### config.mk
export PLATFORM = sky130hd
export DESIGN_NAME = microseq_param
export DESIGN_NICKNAME = d
export VERILOG_FILES = /design/src/rtl/microseq_param.sv
export SDC_FILE = /design/constraint.sdc
export NUM_CORES = 1
export LEC_CHECK = 0
export BUFFER_PORTS_ARGS = -buffer_cell sky130_fd_sc_hd__buf_2
export CAP_MARGIN = 20
export CORE_ASPECT_RATIO = 1.5
export CORE_UTILIZATION = 48
export CTS_CLUSTER_SIZE = 24
export DETAILED_ROUTE_END_ITERATION = 10
export PLACE_DENSITY_LB_ADDON = 0.05
export SYNTH_ARGS = -nofsm -noshare
export SYNTH_HDL_FRONTEND = slang
export SYNTH_SLANG_ARGS = --single-unit
### constraint.sdc
create_clock -name clk -period 2 [get_ports clk]
set_input_delay 0.3 -clock clk [delete_from_list [all_inputs] [get_ports clk]]
set_output_delay 0.3 -clock clk [all_outputs]
set_load 0.05 [all_outputs]
### src/rtl/microseq_param.sv
// Microcode sequencer: registered control-store address with next/jump/branch/dispatch/call/return/wait modes.
// Optional USEQ_ABORT_EN adds an abort input that forces a return to fetch and empties the return stack.
module microseq_param #(
   parameter int ADDR_W      = 7,
   parameter int FAMILY_W    = 4,
   parameter int DISP_SHIFT  = 3,
   parameter int FETCH_ADDR  = 104,
   parameter int COND_N      = 4,
   parameter int STACK_DEPTH = 2,
   localparam int CSW = (COND_N > 1) ? $clog2(COND_N) : 1,
   localparam int SPW = $clog2(STACK_DEPTH + 1),
   localparam int DW  = ADDR_W + FAMILY_W + DISP_SHIFT
) (
   input  logic                clk,
   input  logic                rst,
   input  logic                stall,
`ifdef USEQ_ABORT_EN
   input  logic                abort,
`endif
   input  logic [FAMILY_W-1:0] family_number,
   input  logic                cond_pass,
   input  logic [COND_N-1:0]   cond_vec,
   input  logic [2:0]          uop_mod,
   input  logic [CSW-1:0]      uop_cond_sel,
   input  logic [ADDR_W-1:0]   uop_j,
   output logic [ADDR_W-1:0]   addr,
   output logic                at_fetch,
   output logic [SPW-1:0]      sp,
   output logic                seq_err
);

   localparam logic [ADDR_W-1:0] FETCH = ADDR_W'(FETCH_ADDR);
   localparam logic [SPW-1:0]    FULL  = SPW'(STACK_DEPTH);

   logic [ADDR_W-1:0] addr_q, addr_d, inc, top, disp;
   logic [SPW-1:0]    sp_q, sp_d;
   logic              err_q, err_d, at_fetch_q, push, sel_bit, mem_r;
   logic [ADDR_W-1:0] stack_q [STACK_DEPTH];

   always_comb begin
      inc     = addr_q + ADDR_W'(1);
      disp    = ADDR_W'(DW'(family_number) << DISP_SHIFT);
      sel_bit = 1'b0;
      mem_r   = 1'b0;
      top     = '0;
      // Out-of-range condition selects fall through as 0.
      for (int i = 0; i < COND_N; i++) begin
         if (CSW'(i) == uop_cond_sel) sel_bit = cond_vec[i];
         if (i == 3) mem_r = cond_vec[i];
      end
      for (int i = 0; i < STACK_DEPTH; i++)
         if (SPW'(i) == sp_q - SPW'(1)) top = stack_q[i];

      addr_d = addr_q;
      sp_d   = sp_q;
      err_d  = err_q;
      push   = 1'b0;
      case (uop_mod)
         3'd0: addr_d = inc;
         3'd1: addr_d = uop_j;
         3'd2: addr_d = sel_bit ? uop_j : inc;
         3'd3: addr_d = cond_pass ? disp : FETCH;
         3'd4: begin
            addr_d = uop_j;
            if (sp_q == FULL) err_d = 1'b1;
            else begin
               push = 1'b1;
               sp_d = sp_q + SPW'(1);
            end
         end
         3'd5: begin
            if (sp_q == '0) begin
               addr_d = FETCH;
               err_d  = 1'b1;
            end else begin
               addr_d = top;
               sp_d   = sp_q - SPW'(1);
            end
         end
         3'd6: addr_d = FETCH;
         default: addr_d = mem_r ? uop_j : addr_q;
      endcase

      if (stall) begin
         addr_d = addr_q;
         sp_d   = sp_q;
         err_d  = err_q;
         push   = 1'b0;
      end
`ifdef USEQ_ABORT_EN
      if (abort) begin
         addr_d = FETCH;
         sp_d   = '0;
         err_d  = err_q;
         push   = 1'b0;
      end
`endif
   end

   always_ff @(posedge clk or negedge rst) begin
      if (!rst) begin
         addr_q     <= FETCH;
         sp_q       <= '0;
         err_q      <= 1'b0;
         at_fetch_q <= 1'b1;
      end else begin
         addr_q     <= addr_d;
         sp_q       <= sp_d;
         err_q      <= err_d;
         at_fetch_q <= (addr_d == FETCH);
      end
   end

   // Return stack body needs no reset; occupancy alone defines validity.
   always_ff @(posedge clk) begin
      for (int i = 0; i < STACK_DEPTH; i++)
         if (push && SPW'(i) == sp_q) stack_q[i] <= inc;
   end

   assign addr     = addr_q;
   assign at_fetch = at_fetch_q;
   assign sp       = sp_q;
   assign seq_err  = err_q;

`ifndef SYNTHESIS
   fetch_end_empty: assert property (@(posedge clk) disable iff (!rst)
      (!stall && uop_mod == 3'd6) |-> (sp_q == '0))
      else $warning("fetch end with live return stack entries");
`endif

endmodule

# == Word level (Yosys, flattened, before mapping) ==
# Memory sizes are Yosys's and may differ from the RTL's.
# Cells that the tools add are included.
# W data, S select, Z words.
# totals
regBits,11
mem_bits_rw,14
input_bits,24
output_inout_bits,11
word_cells,65
mem_count,1
# op_classes
add_sub_neg,3
eq_ne,17
muxes,28
n_bitwise,1
n_reduce_logical,11
# mem_list
name,words,width,rd,rd_clocked_by_memory_dff,write_ports,line,rtl
stack_q,2,7,2,0,1,38,logic [ADDR_W-1:0] stack_q [STACK_DEPTH];
# op_table
cell,count
$mux W7,8
$pmux W7 S6,1
$mux W1,15
$eq A3 B3 Y1 const B,3
$ne A2 B2 Y1 const B,4
$reduce_and A4 Y1,2
$add A7 B1 Y7 const B,1
$eq A7 B7 Y1 const B,1
$reduce_or A7 Y1,1
$eq A1 B2 Y1 const A,3
$eq A3 B2 Y1 const B,2
$logic_not A2 Y1,3
$eq A2 B2 Y1 const A,2
$mux W2,2
$pmux W2 S2,1
$eq A3 B1 Y1 const B,1
$logic_not A3 Y1,1
$add A2 B1 Y2 const B,1
$eq A2 B2 Y1 const B,1
$logic_and A1 B1 Y1,2
$pmux W1 S2,1
$reduce_bool A2 Y1,1
$reduce_or A2 Y1,1
$sub A2 B1 Y2 const B,1
$not A1 Y1,1

# == Logic depth before layout (Yosys ltp) ==
# depth
word_depth,9
depth_mapped,8
ltp_nobuf,8

# == Worst setup path after synthesis ==
# OpenSTA, ideal clock, no wires.
# synth_path
kind,reg2reg
from,"register sp_q[0], in the netlist sp[0]"
to,"register at_fetch_q, in the netlist at_fetch"
setup_time_ps,90
arrival_time_ps,2411
required_time_ps,1910
setup_slack_ps,-501
stages_incl_launch_ff,9
path_buffers,1
period_less_slack_ps,2501
cell_sequence,dfrtp_1 inv_1 ha_1 buf_6 a22oi_1 o211ai_1 o211a_1 or4_1 nor4_2
# synth_between
elab_chain_len,8
elab_cells_between_ends,10
classes_between,add/sub (1); eq/ne (2); mux (5); reduce/logical (2)
# synth_rtl
element,line,rtl
start: declaration,36,"logic [SPW-1:0] sp_q, sp_d;"
start signal: assignment,108,sp_q <= sp_d;
$sub A2 B1 Y2,52,if (SPW'(i) == sp_q - SPW'(1)) top = stack_q[i];
$logic_not A2 Y1,52,
$mux W7 (2 in a row),52,
$mux W7 *,72,if (sp_q == '0) begin
$pmux W7 S6 *,58,case (uop_mod)
$mux W7 *,84,if (stall) begin
named net addr_d[0],35,"logic [ADDR_W-1:0] addr_q, addr_d, inc, top, disp;"
$eq A7 B7 Y1 *,110,at_fetch_q <= (addr_d == FETCH);
end signal: assignment,110,
end: declaration,37,"logic err_q, err_d, at_fetch_q, push, sel_bit, mem_r;"
# Mark *: on every way through the listed nets, which the timed path passes. The rest lies on a longest branch.
# A chain may end at the register's enable or synchronous reset.

# == Worst setup path after layout ==
# layout_path
from,"register sp_q[0], in the netlist sp[0]"
to,"register at_fetch_q, in the netlist at_fetch"
# layout_between
elab_chain_len,8
elab_cells_between_ends,10
classes_between,add/sub (1); eq/ne (2); mux (5); reduce/logical (2)
# layout_rtl
element,line
$sub A2 B1 Y2,52
$logic_not A2 Y1,52
$mux W7 (2 in a row),52
$mux W7 *,72
$pmux W7 S6 *,58
$mux W7 *,84
$eq A7 B7 Y1 *,110
# Mark *: on every way between the ends. The rest lies on a longest branch, timed or not.

==> metrics.md <==
| Metric | Value |
|---|---|
| Final WL | between 4 and 5 mm |
| Post-Syn Instances | roughly 150 |
| Clock Tree Root | clkbuf_8 |
| Async S/R FF share, synth | 44.0% |
| Failing checks | negative setup slack |
| Final core utilization | around 72% |
| # H-tree levels | 1 |
| Chip width | 47.9 um |
| Placed insts | around 240 |
| CP delay by family, top | compound AO/OA/AOI/OAI gates |
| Mapped Nets | 174 |
| GR Overflow Total | 0 |
| Main synth FF type | edfxtp_1 |
| Clock transition at path regs | about 0.090 ns |
| Fmax | 0.498 GHz |
| Via count | 1448 |
| Most common cell after layout, fill and taps aside | buf_2 |
| Site row count | 24 |
| GP Congestion | 0.945 |
| GRT Total Usage | between 20 and 30% |
| Count of final setup violators | 1 |
| WP depth | 9 |
| Routed len/inst | roughly 17 um |
| I/O pins | 35 |
| Worst EP arrival | about 2.2 ns |
| Worst Setup Slack, final | -0.00818 ns |
| Post-route ant nets | 0 |
| Worst-case clock buffer depth | 2 |
| Fraction of layout instances using a drive strength above 1 | 48.8% |
| CTS sink count | 25 |
| CP Launch Type | flop |
| Yosys top cell area share | about 28% |
| RSZ-0062 raised after global routing | yes |
| Total Power | around 2.1 mW |
| Leak | ~0.9 nW |
| Min Tclk post-route | approximately 2.0 ns |
| Post-synth EDFFs | 14 |
| Post-synth cell types | 46 |
| Synth Cell Area | 1520 um2 |
| Cell Chain, Critical Path | inv_2 > ha_4 > nor2b_4 > buf_4 > a22oi_1 > o221ai_2 > a22oi_2 > o221ai_4 > nor4_4 |
| Final Non-Filler Cells | 250 |
| R2R depth | 9 |
| IO buf count | 34 |
| Register-to-Register Setup Slack | -0.008 ns |
| Syn Area/Cell | a little over 10 um2 |
| Clk_skew | between 0.006 and 0.007 ns |
| Post-synth top area cell | edfxtp_1 |
| Least-Margin Pin Slew | a little over 0.4 ns |
| Fin. Hold Viols | 0 |
| Hold/Removal Path Class | primary input to flop |
| P&R area growth vs syn | 40.3% |
| HPWL Detailed | about 3.4 mm |
| Drt via density | 5.79 |
| Final #Nets | 240 |
| Worst vdd ir | 0.677 mV |
| Die area | about 3400 um2 |
| Clock Latency Late Sink | ~0.27 ns |
| Crit path max fanout | 4 |
| Worst path max stage delay | roughly 0.44 ns |
| Maxcap violations | 0 |
| Setup Crit Path Kind | flop to flop |
| Total CTS buffers | 3 |
| Ant diodes | 0 |
| Critical-path top delay cell | dfrtp_2 |
| Pwr dens | 992 nW/um2 |
| DRT Pass-1 Iters | 4 |
| HP Start | uop_j[1] |
| CP endpoint | at_fetch$_DFF_PN1_ |
| Main area contributors after synthesis | edfxtp_1, dfrtp_1, dfstp_2 |
| CP startpoint | sp[0]$_DFFE_PN0P_ |
| 1st-iter DRT viols | 64 |
| Synth Warn # | 0 |
| Vias in the first global route | roughly 1500 |
| Worst r2r src | sp[0]$_DFFE_PN0P_ |
| Worst path bufs/invs | 2 |
| Global-route wire length before repair | approximately 6.9 mm |
| Slew Limit Fails | 0 |
| Initial Utilization | between 50% and 60% |
| Largest net degree at the start of global routing | 16 |
| Worst rel slew slack | 72.7% |
| Seq cells post-synth | 25 |
| Most frequent cells in the layout | buf_2, buf_4, nor2_1 |
| Core Area | 2940 um2 |
| TritonCTS clock tree | done |
| Crit. End Element | flop |
| Remaining DRCs | 0 |
| Required time of the critical path | 2.18 ns |
| Sequential share of the synthesized area | between 40% and 50% |
| Initial antenna violation count | 0 |
| Outcome | finished with violations |
| Die Ht | ~71 um |
| Period utilization | 100% |
| Reg2Reg Capture Point | at_fetch$_DFF_PN1_ |
==> cells by family (layout without fill, tap and decap cells) <==
family / after synthesis / after routing / synth area share (%)
compound gates: 42 / 42 / 21.0
xor+xnor: 8 / 8 / 4.62
fa+ha+maj: 4 / 4 / 3.30
buf+inv: 16 / 81 / 6.02
flops: 25 / 25 / 46.2
mux: 3 / 3 / 1.98
simple gates: 48 / 48 / 16.9
==> where the power goes <==
group	switching (mW)	internal, mW	total (mW)
Combinational	0.631	0.454	1.08
Clock	0.163	0.141	0.304
Sequential	0.0718	0.652	0.723
==> Yosys cell counts, types with 2 or more instances <==
master and number:
xnor2_1 4, o22ai_1 3, and2_1 3, nor3_1 3, nand2b_1 2, buf_6 4
dfstp_2 4, nand2_1 5, nor2b_1 2, nor2_1 17, xor2_1 4, o21ai_0 4
dfrtp_1 7, a22oi_1 5, edfxtp_1 14, ha_1 4, inv_1 11, o211ai_1 3
a21oi_1 5, or3_2 2, nand3_1 4, o221ai_1 5, or2_2 2, mux2i_1 3
a221oi_1 5
==> registers in the layout, summed over array words and instances (netlist names) <==
| signal | cells |
|---|---|
| addr | 7 |
| stack_q | 14 |
| seq_err | 1 |
| at_fetch | 1 |
| sp | 2 |
==> routing by layer <==
metal	up-vias	routed length, um	part of all wire [%]	track usage (%)
met1	698	1610	38	34.1
li1	677	-	-	-
met2	62	2280	54	48.5
met3	11	175	4.2	3.32
met4	0	128	3.1	12.3
met5	-	0	0	0
==> worst register-to-register path: cells and delay by family (launching register included) <==
family / cells / cell delay, ns
buffers and inverters: 2 / 0.23
and+or+nand+nor: 2 / 0.32
AOI/OAI and AO/OA: 4 / 0.76
adders and majority gates: 1 / 0.17
DFF: 1 / 0.44
==> timing repair <==
item | 4_1_cts | 5_1_grt
pin swaps | 3 | 6
hold endpoints to repair | 7 | 0
hold buffers | 1 | 0
setup endpoints to repair | 1 | 4
resized for setup | 4 | 12
buffers inserted | 1 | 0
==> per-stage QoR <==
step | hold slack [ns] | cell area (um2) | setup WS (ns) | TNS (ns)
after global routing | 0.371 | 2130 | -0.115 | -0.115
after CTS | 0.315 | 2060 | -0.136 | -0.136
final | 0.340 | 2130 | -0.00818 | -0.00818
after global placement | 0.183 | 1970 | -0.109 | -0.109
after floorplan | 0.00441 | 1550 | -0.219 | -0.219
after detailed placement | 0.187 | 1970 | -0.220 | -0.220
==> worst min-delay path by stage <==
| stage | endpoint | slack (ns) | depth (start not counted) |
|---|---|---|---|
| detailed placement | seq_err$_DFFE_PN0P_ | 0.19 | 1 |
| floorplan | addr[0]$_DFF_PN0_ | 0.004 | 0 |
| CTS | addr[2]$_DFF_PN0_ | 0.32 | 3 |
| global placement | seq_err$_DFFE_PN0P_ | 0.18 | 1 |
| finish | addr[1]$_DFF_PN0_ | 0.34 | 3 |
| global route | addr[2]$_DFF_PN0_ | 0.37 | 3 |
==> area by class of cell <==
cell class              count  area [um2]
multi-input cells         105         847
fillers                   262         813
flip-flops and latches     25         706
repair buffers             66         438
well taps                  39        48.8
clock buffers               3        41.3
inverters                  11        41.3
clock inverters             1        7.51
Note: power is estimated with default switching activity, not from simulation.
